### src/rtl/aes_dec_fetch_ctrl.sv
// Sequencer between the ciphertext/key ROM and an AES-128 decryption core.
// Fetches block by block, loads the core, and hands each plaintext downstream.
module aes_dec_fetch_ctrl #(
  parameter int ADDR_WIDTH  = 4,
  parameter int TEXT_WIDTH  = 128,
  parameter int KEY_WIDTH   = 128,
  parameter int MEMORY_SIZE = 16
) (
  input  logic                  clk_i,
  input  logic                  rst_i,
  input  logic                  start_i,
  input  logic [ADDR_WIDTH:0]   num_blocks_i,
  output logic [ADDR_WIDTH-1:0] pc_o,
  input  logic [TEXT_WIDTH-1:0] rom_text_i,
  input  logic [KEY_WIDTH-1:0]  rom_key_i,
  output logic                  core_load_o,
  output logic [TEXT_WIDTH-1:0] core_text_o,
  output logic [KEY_WIDTH-1:0]  core_key_o,
  input  logic                  core_done_i,
  input  logic [TEXT_WIDTH-1:0] core_plain_i,
  output logic                  out_valid_o,
  input  logic                  out_ready_i,
  output logic [TEXT_WIDTH-1:0] out_data_o,
  output logic [ADDR_WIDTH-1:0] out_index_o,
  output logic                  busy_o,
  output logic                  done_o,
  output logic                  err_o
);

  localparam logic [2:0] S_IDLE      = 3'd0;
  localparam logic [2:0] S_FETCH     = 3'd1;
  localparam logic [2:0] S_LOAD      = 3'd2;
  localparam logic [2:0] S_WAIT_CORE = 3'd3;
  localparam logic [2:0] S_OUTPUT    = 3'd4;
  localparam logic [2:0] S_FINISH    = 3'd5;

  localparam logic [ADDR_WIDTH:0]   CNT_ONE  = 1;
  localparam logic [ADDR_WIDTH:0]   CNT_MAX  = MEMORY_SIZE;
  localparam logic [ADDR_WIDTH-1:0] PC_ONE   = 1;

  logic [2:0]            r_state;
  logic [ADDR_WIDTH-1:0] r_pc;
  logic [ADDR_WIDTH-1:0] r_out_index;
  logic [ADDR_WIDTH:0]   r_count;
  logic [ADDR_WIDTH:0]   r_num_blocks;
  logic [TEXT_WIDTH-1:0] r_core_text;
  logic [KEY_WIDTH-1:0]  r_core_key;
  logic [TEXT_WIDTH-1:0] r_out_data;
  logic                  r_out_valid;
  logic                  r_err;

  logic                  w_start_ok;
  logic [ADDR_WIDTH:0]   w_count_next;

  // A legal count keeps pc within the ROM, so pc never needs to wrap.
  assign w_start_ok   = (num_blocks_i != '0) && (num_blocks_i <= CNT_MAX);
  assign w_count_next = r_count + CNT_ONE;

  always_ff @(posedge clk_i or posedge rst_i) begin
    // NOTE: the wide datapath registers are reset as well, because their
    // values are visible on the ports and must read 0 straight after reset.
    if (rst_i) begin
      r_state      <= S_IDLE;
      r_pc         <= '0;
      r_out_index  <= '0;
      r_count      <= '0;
      r_num_blocks <= '0;
      r_core_text  <= '0;
      r_core_key   <= '0;
      r_out_data   <= '0;
      r_out_valid  <= 1'b0;
      r_err        <= 1'b0;
    end else begin
      r_err <= 1'b0;
      case (r_state)
        S_IDLE: begin
          if (start_i) begin
            if (w_start_ok) begin
              r_pc         <= '0;
              r_count      <= '0;
              r_num_blocks <= num_blocks_i;
              r_state      <= S_FETCH;
            end else begin
              r_err <= 1'b1;
            end
          end
        end
        S_FETCH: begin
          // ROM output was refreshed on this cycle's negedge from a stable pc.
          r_core_text <= rom_text_i;
          r_core_key  <= rom_key_i;
          r_state     <= S_LOAD;
        end
        S_LOAD: begin
          r_state <= S_WAIT_CORE;
        end
        S_WAIT_CORE: begin
          if (core_done_i) begin
            r_out_data  <= core_plain_i;
            r_out_index <= r_pc;
            r_out_valid <= 1'b1;
            r_state     <= S_OUTPUT;
          end
        end
        S_OUTPUT: begin
          if (out_ready_i) begin
            r_out_valid <= 1'b0;
            r_count     <= w_count_next;
            if (w_count_next == r_num_blocks) begin
              r_state <= S_FINISH;
            end else begin
              r_pc    <= r_pc + PC_ONE;
              r_state <= S_FETCH;
            end
          end
        end
        S_FINISH: begin
          r_state <= S_IDLE;
        end
        default: begin
          r_state <= S_IDLE;
        end
      endcase
    end
  end

  assign pc_o        = r_pc;
  assign core_text_o = r_core_text;
  assign core_key_o  = r_core_key;
  assign out_data_o  = r_out_data;
  assign out_index_o = r_out_index;
  assign out_valid_o = r_out_valid;
  assign err_o       = r_err;
  // Strobes decoded from state drop to 0 the moment reset forces IDLE.
  assign core_load_o = (r_state == S_LOAD);
  assign done_o      = (r_state == S_FINISH);
  assign busy_o      = (r_state != S_IDLE);

endmodule

### config.mk
export PLATFORM = sky130hd
export DESIGN_NAME = aes_dec_fetch_ctrl
export DESIGN_NICKNAME = d
export VERILOG_FILES = /design/src/rtl/aes_dec_fetch_ctrl.sv
export SDC_FILE = /design/constraint.sdc
export NUM_CORES = 1
export LEC_CHECK = 0
export BUFFER_PORTS_ARGS = -buffer_cell sky130_fd_sc_hd__buf_4
export CELL_PAD_IN_SITES_DETAIL_PLACEMENT = 2
export CELL_PAD_IN_SITES_GLOBAL_PLACEMENT = 2
export CORE_AREA = 2 2 312 314
export DETAILED_ROUTE_END_ITERATION = 6
export DIE_AREA = 0 0 314 316
export GPL_TIMING_DRIVEN = 1
export PLACE_DENSITY = 0.48
export SLEW_MARGIN = 5
export SYNTH_ARGS = -nofsm -noshare
export SYNTH_HDL_FRONTEND = slang
export SYNTH_SLANG_ARGS = --single-unit
export TNS_END_PERCENT = 100
### constraint.sdc
create_clock -name clk_i -period 33.2 [get_ports clk_i]
set_input_delay 9.96 -clock clk_i [delete_from_list [all_inputs] [get_ports clk_i]]
set_output_delay 9.96 -clock clk_i [all_outputs]
set_load 0.005 [all_outputs]
==> results of run 1 <==
[layout make-up]
class,instances,area share
sequential,407,0.4153
clock buffer,83,0.06566
inverter,4,0.0009183
timing repair buffer,799,0.2456
antenna,7,0.0007142
clock inverter,11,0.006173
tap,1276,0.06510
multi-input combinational,456,0.2006
[how the worst max path moves through the flow]
stage	startpoint	to	slack, ns	cells after the start
after detailed placement	rst_i	core_key_o[0]	20.49	4
after global routing	rst_i	core_key_o[0]	20.91	4
final	core_done_i	out_data_o[66]	21.21	6
after CTS	rst_i	core_key_o[0]	21.17	4
after global placement	rst_i	core_key_o[44]	20.53	4
after floorplan	rst_i	core_key_o[0]	11.92	1
[layer usage]
layer | GRT usage | wire length [um]
met1 | 0.1202 | 20800
met2 | 0.2275 | 34060
met3 | 0.04880 | 5637
met4 | 0.04763 | 2117
met5 | 0 | 13
[cells in the final DEF, fill, tap and decap left out, types with 5 or more instances in the layout]
cell type	n
xnor2_1	5
clkbuf_1	14
diode_2	7
nor2_1	6
clkbuf_16	54
mux2_2	393
dfrtp_1	407
buf_4	797
nand2_1	6
and3_1	5
clkbuf_8	15
a22o_1	5
[sequential cells by signal, indices dropped and copies added, names as in the netlist]
signal / count
core_key_o: 128
core_text_o: 128
r_state: 3
out_data_o: 128
err_o: 1
out_index_o: 4
out_valid_o: 1
r_num_blocks: 5
r_count: 5
pc_o: 4
[metrics by stage]
stage	util	setup slack (ns)	area, um^2
finish	0.2555	21.21	24530
global route	0.2555	20.91	24530
CTS	0.2553	21.17	24510
detailed placement	0.2370	20.49	22750
global placement	0.2370	20.53	22750
floorplan	-	11.92	15350
[worst max-delay path, delay by kind of cell]
kind / cells / cell delay, ns
buffers and inverters: 3 / 1.57
muxes: 1 / 0.42
and+or+nand+nor: 2 / 0.37
[report_power, final]
| group | internal (mW) | leakage, nW | switching, mW |
|---|---|---|---|
| clock | 0.354 | 0.864 | 0.231 |
| combinational | 0.601 | 5.67 | 0.371 |
| sequential | 0.750 | 4.83 | 0.146 |
| total | 1.70 | 11.4 | 0.748 |
[cells by family (layout without fill, tap and decap cells)]
kind of cell / count (synthesis) / after routing / share of synthesized area
DFF: 407 / 407 / 0.6636
adders and majority gates: 2 / 2 / 0.001630
AOI/OAI and AO/OA: 14 / 14 / 0.007255
buffers and inverters: 49 / 897 / 0.01679
other: 0 / 7 / 0
and+or+nand+nor: 37 / 37 / 0.01467
muxes: 394 / 394 / 0.2891
xor gates and xnor gates: 9 / 9 / 0.007010
==> impl_metrics.tcl, run 1 <==
set metrics [dict create \
    postSynthAreaPerCell_um2 16.83 \
    die_w_um 314 \
    start_util 0.1599 \
    total_power_mw 2.453 \
    core_um2 95990 \
    fin_cells 3043 \
    maxSlewHeadroom 0.3284 \
    num_io_pins 791 \
    grt_max_degree 150 \
    io_buffers 790 \
    p_leak_nw 11.36 \
    overflow 0 \
    drt-initial-drc-count 283 \
    status "finished, final reports clean" \
    cts_setup_buffers 0 \
    end_kind "flop" \
    fmax_ghz 0.08337 \
    multiInputGateArea_um2 4920 \
    grt_pass1_vias 12840 \
    ir_worst_vdd_mv 0.05459 \
    skew_ns 0.01460 \
    dp_cells 2942 \
    layout-drive-gt1-share 0.7273 \
    r2r_start "r_state[2]" \
    cts_buffers 52 \
    required_ns 33.68 \
    rows 114 \
    drv_slew 0 \
    finalSetupViolCount 0 \
    die_area_um2 99220 \
    rsz0062_at_grt "false" \
    synthTopCellsByArea "dfrtp_1, mux2_2, buf_2" \
    synth.distinct_cells 36 \
    drt_wl_total_um 62630 \
    yosysTopAreaCell "dfrtp_1" \
    max_cap_violations 0 \
    grt_pass1_wl_um 89700 \
    route.vias.total 11050 \
    synthTopCellsByCount "dfrtp_1, mux2_2, buf_2, nand2_1, nor2_1" \
    crit_fanout 64 \
    cp-start-kind "primary input" \
    reg2reg_slack_ns 30.11 \
    power.density_nw_per_um2 100.0 \
    critical_path.most_common_cell "buf_4" \
    hold_path_depth 1 \
    syn_area_um2 15350 \
    ctsHoldBuffers 0 \
    area_delta_synth_final_pct 59.79 \
    cts-resized-gates 0 \
    ant_nets 0 \
    cts_tree "done" \
    async_reset_ff_frac 1.000 \
    cp_cell_sequence "buf_4 -> and3_1 -> nand2b_4 -> buf_4 -> buf_4 -> mux2_2" \
    drc_errors 0 \
    ys.warnings.count 0 \
    synth_edf_count 0 \
    clkLatencyLatePin_ns 0.61 \
    gp_congestion 0.7577 \
    clk_pin_slew_ns 0.06 \
    min_to "out_data_o[42]" \
    fin_crit_sh 0.3613 \
    synth_fp_nets 1308 \
    hold_viol_final 0 \
    max_stage_delay_ns 0.79 \
    die_h_um 316 \
    r2r_end "out_data_o[66]" \
    cp.arrival_ns 12.48 \
    hold_class "flop to flop" \
    grtUsageTotal 0.1220 \
    r2r_cells 4 \
    ctsHtreeMaxLevel 2 \
    antenna_found_initial 9 \
    fillCellCount 10410 \
    ys.flop_type "dfrtp_1" \
    via_per_inst 3.632 \
    fin_tns_setup_ns 0 \
    yosysMostFrequentCell "dfrtp_1" \
    root_buffer "clkbuf_16" \
    synth.top_cell.area_share 0.6636 \
    ys_seq_elements 407 \
    hpwl_um 48130 \
    period_minus_slack_ns 11.99 \
    cp_slowest_cell "buf_4" \
    clock-sinks 407 \
    dr.pass1.iters 4 \
    ys_seq_area_frac 0.6636 \
    ff_latch_area_um2 10180 \
    nNetsFinal 2116 \
    tightest_slew_ns 1.007 \
    crit_type "primary input to flop" \
    hp-start "out_data_o[42]" \
    wire_per_inst_um 20.58 \
    hold_slack_ns 0.5053 \
    clock_path_buffers 3 \
    syn_inst 912 \
]
Note: power is estimated with default switching activity, not from simulation.
==> run 2, diff against run 1 <==
CORE_AREA = 2 2 311 313   (was 2 2 312 314)
DIE_AREA = 0 0 313 315   (was 0 0 314 316)
PLACE_DENSITY = 0.5   (was 0.48)
clock period = 10.35 ns   (was 33.2 ns; I/O delays follow)
==> impl_metrics.tcl, run 2 (same netlist as run 1, synthesis figures left out) <==
set metrics [dict create \
    grt_pass1_wl_um 87520 \
    layout_common_cells "buf_4, dfrtp_1, mux2_2" \
    r2r_start "r_state[2]" \
    root_buffer "clkbuf_16" \
    drv_slew 0 \
    ctsHtreeMaxLevel 2 \
    clk_pin_slew_ns 0.05 \
    route.vias.total 11050 \
    cts_buffers 53 \
    overflow 0 \
    tightest_slew_ns 1.085 \
    grt_max_degree 158 \
    core_um2 95710 \
    required_ns 10.84 \
    hpwl_um 46430 \
    via_per_inst 3.627 \
    p_leak_nw 11.37 \
    die_area_um2 98600 \
    fin_tns_setup_ns 0 \
    finalSetupViolCount 0 \
    fillCellCount 10320 \
    hp-start "out_data_o[13]" \
    gp_congestion 0.7355 \
    start_util 0.1604 \
    grtUsageTotal 0.1189 \
    drc_errors 0 \
    die_w_um 313 \
    clkLatencyLatePin_ns 0.63 \
    dr.pass1.iters 4 \
    drt-initial-drc-count 291 \
    status "finished, final reports clean" \
    antenna_found_initial 8 \
    wire_per_inst_um 19.82 \
    cp-start-kind "primary input" \
    clock_path_buffers 3 \
    ir_worst_vdd_mv 0.1997 \
    startpoint "core_done_i" \
    num_io_pins 791 \
    maxSlewHeadroom 0.2769 \
    cp.arrival_ns 5.69 \
    nNetsFinal 2117 \
    area_delta_synth_final_pct 59.75 \
    crit_type "primary input to flop" \
    hold_class "flop to flop" \
    period_minus_slack_ns 5.199 \
    hold_viol_final 0 \
    cts-resized-gates 0 \
    rsz0062_at_grt "false" \
    drt_wl_total_um 60390 \
    fmax_ghz 0.1924 \
    end_kind "flop" \
    rows 114 \
    crit_fanout 61 \
    clock-sinks 407 \
    fin_util 0.2562 \
    total_power_mw 7.824 \
    cts_tree "done" \
    power.density_nw_per_um2 319.1 \
    fin_crit_sh 0.5023 \
    max_cap_violations 0 \
    ant_nets 0 \
    grt_pass1_vias 12620 \
    ctsHoldBuffers 0 \
    io_buffers 790 \
    die_h_um 315 \
    final_common_cell "buf_4" \
    layout-drive-gt1-share 0.7289 \
    cts_setup_buffers 0 \
    skew_ns 0.01848 \
]
[run 2: stage by stage]
step	cells	setup slack (ns)	instance area (um^2)	hold WS (ns)
2_1_floorplan	912	1.761	15350	0.4711
3_3_place_gp	2942	4.520	22760	0.4914
3_5_place_dp	2942	4.463	22760	0.4949
4_1_cts	3039	5.145	24500	0.5083
5_1_grt	3046	5.014	24520	0.5141
6_report	3046	5.151	24520	0.5043
[run 2: power by group]
group	switching, mW	leakage, nW	internal (mW)	total [mW]
combinational	1.18	5.67	1.93	3.11
sequential	0.452	4.83	2.40	2.86
clock	0.752	0.870	1.10	1.86
[run 2: cell type report]
cell class                 count  area [um^2]  share of cell area
inverter                       4        18.77           0.0007655
sequential                   407        10180              0.4154
timing repair buffer         799         6036              0.2462
antenna                        7        17.52           0.0007144
clock inverter                20        209.0            0.008522
multi-input combinational    456         4920              0.2007
tap                         1276         1597             0.06512
clock buffer                  77         1536             0.06267
[run 2: worst max-delay path, stage by stage]
cell      delay (ns)
buf_4           0.12
and3_1          0.21
nand2b_4        0.47
buf_4           0.74
buf_4           0.52
mux2_2          0.39
[run 2: metal layers]
layer	wire [um]	up-vias	GRT usage
li1	-	4851	-
met1	19980	5648	0.1171
met2	33230	455	0.2208
met3	5533	93	0.05065
met4	1628	2	0.04295
met5	13	-	0
[run 2: final timing paths]
path	endpoint	slack, ns	depth (start not counted)
hold / removal	out_data_o[13]	0.50	1
setup / recovery	out_data_o[38]	5.15	6
max in group asynchronous	core_key_o[52]	6.20	4
hold reg to reg	out_data_o[13]	0.50	1
min in group asynchronous	out_data_o[101]	2.66	3
setup reg to reg	out_data_o[38]	7.20	4
==> run 3, diff against run 2 <==
clock period = 4.6 ns   (was 10.35 ns; I/O delays follow)
==> impl_metrics.tcl, run 3 (same netlist as run 1, synthesis figures left out) <==
set metrics [dict create \
    status "finished, final reports clean" \
    total_power_mw 17.52 \
    hold_slack_ns 0.5037 \
    cts_setup_buffers 0 \
    p_leak_nw 11.40 \
    ir_worst_vdd_mv 0.3111 \
    crit_fanout 8 \
    cp.arrival_ns 1.79 \
    area_delta_synth_final_pct 60.15 \
    antenna_found_initial 2 \
    hpwl_um 48250 \
    clk_pin_slew_ns 0.06 \
    clkLatencyLatePin_ns 0.60 \
    cts-resized-gates 0 \
    dr.pass1.iters 4 \
    drt_wl_total_um 61160 \
    end_kind "output port" \
    r2r_cells 4 \
    period_minus_slack_ns 3.174 \
    cts_tree "done" \
    hold_path_depth 1 \
    final_common_cell "buf_4" \
    num_io_pins 791 \
    required_ns 3.22 \
    clock_path_buffers 3 \
    cts_buffers 51 \
    rows 114 \
    maxSlewHeadroom 0.4734 \
    gp_congestion 0.7523 \
    root_buffer "clkbuf_16" \
    fmax_ghz 0.3150 \
    drt-initial-drc-count 263 \
    reg2reg_slack_ns 2.02 \
    die_area_um2 98600 \
    grt_max_degree 104 \
    layout_common_cells "buf_4, dfrtp_1, mux2_2" \
    ctsHoldBuffers 0 \
    crit_type "flop to output port" \
    power.density_nw_per_um2 712.9 \
    skew_ns 0.01711 \
    finalSetupViolCount 0 \
    max_cap_violations 0 \
    cp-start-kind "flop" \
    wire_per_inst_um 20.04 \
    fin_crit_sh 0.6901 \
    grt_pass1_vias 12660 \
    ant_nets 0 \
    via_per_inst 3.633 \
    grtUsageTotal 0.1201 \
    hold_viol_final 0 \
    hp-start "out_data_o[4]" \
    layout-drive-gt1-share 0.7277 \
    grt_pass1_wl_um 88180 \
    clock-sinks 407 \
    overflow 0 \
    min_to "out_data_o[4]" \
    nNetsFinal 2130 \
    tightest_slew_ns 0.7899 \
    drv_slew 0 \
    route.vias.total 11090 \
    start_util 0.1604 \
    drc_errors 0 \
    die_h_um 315 \
    die_w_um 313 \
    io_buffers 790 \
    ctsHtreeMaxLevel 2 \
    r2r_start "r_state[2]" \
    rsz0062_at_grt "false" \
    core_um2 95710 \
    r2r_end "core_key_o[86]" \
    hold_class "flop to flop" \
]
run 3: worst max path at each step:
| stage | start | to | slack (ns) | cells past startpoint |
|---|---|---|---|---|
| 2_1_floorplan | rst_i | core_key_o[0] | -2.26 | 1 |
| 6_report | r_state[1] | busy_o | 1.43 | 4 |
| 3_3_place_gp | num_blocks_i[1] | pc_o[2] | 1.51 | 6 |
| 5_1_grt | r_state[0] | busy_o | 1.28 | 4 |
| 3_5_place_dp | core_done_i | out_data_o[23] | 1.54 | 5 |
| 4_1_cts | r_state[1] | busy_o | 1.32 | 4 |
run 3: per-layer routing:
metal	routed length, um	track usage
met5	0	0
met4	1596	0.03719
met3	5764	0.05203
met2	33840	0.2284
met1	19960	0.1156
run 3: worst max-delay path, stage by stage (launching register included):
cell	delay, ns
dfrtp_1	0.48
or2_2	0.33
nor2_1	0.17
inv_1	0.07
buf_4	0.14
run 3: stage by stage:
step                  util  instance area [um^2]  std cells  setup slack (ns)  setup TNS, ns
global placement    0.2393                 22910       2957             1.511              0
floorplan                -                 15350        912            -2.264        -921.32
global route        0.2568                 24580       3052             1.281              0
detailed placement  0.2393                 22910       2957             1.543              0
CTS                 0.2568                 24580       3050             1.318              0
finish              0.2568                 24580       3052             1.426              0
run 3: area by class of cell:
| class | count | area [um^2] |
|---|---|---|
| timing repair buffer | 814 | 6186 |
| multi-input combinational | 456 | 4920 |
| fill | 10330 | 71130 |
| sequential | 407 | 10180 |
| antenna | 2 | 5.005 |
| clock inverter | 12 | 151.4 |
| clock buffer | 81 | 1519 |
| inverter | 4 | 18.77 |
| tap | 1276 | 1597 |
run 3: power breakdown:
| group | total [mW] | switching [mW] | internal [mW] |
|---|---|---|---|
| sequential | 6.43 | 1.01 | 5.41 |
| combinational | 7.06 | 2.68 | 4.38 |
| clock | 4.04 | 1.62 | 2.42 |
| total | 17.5 | 5.32 | 12.2 |
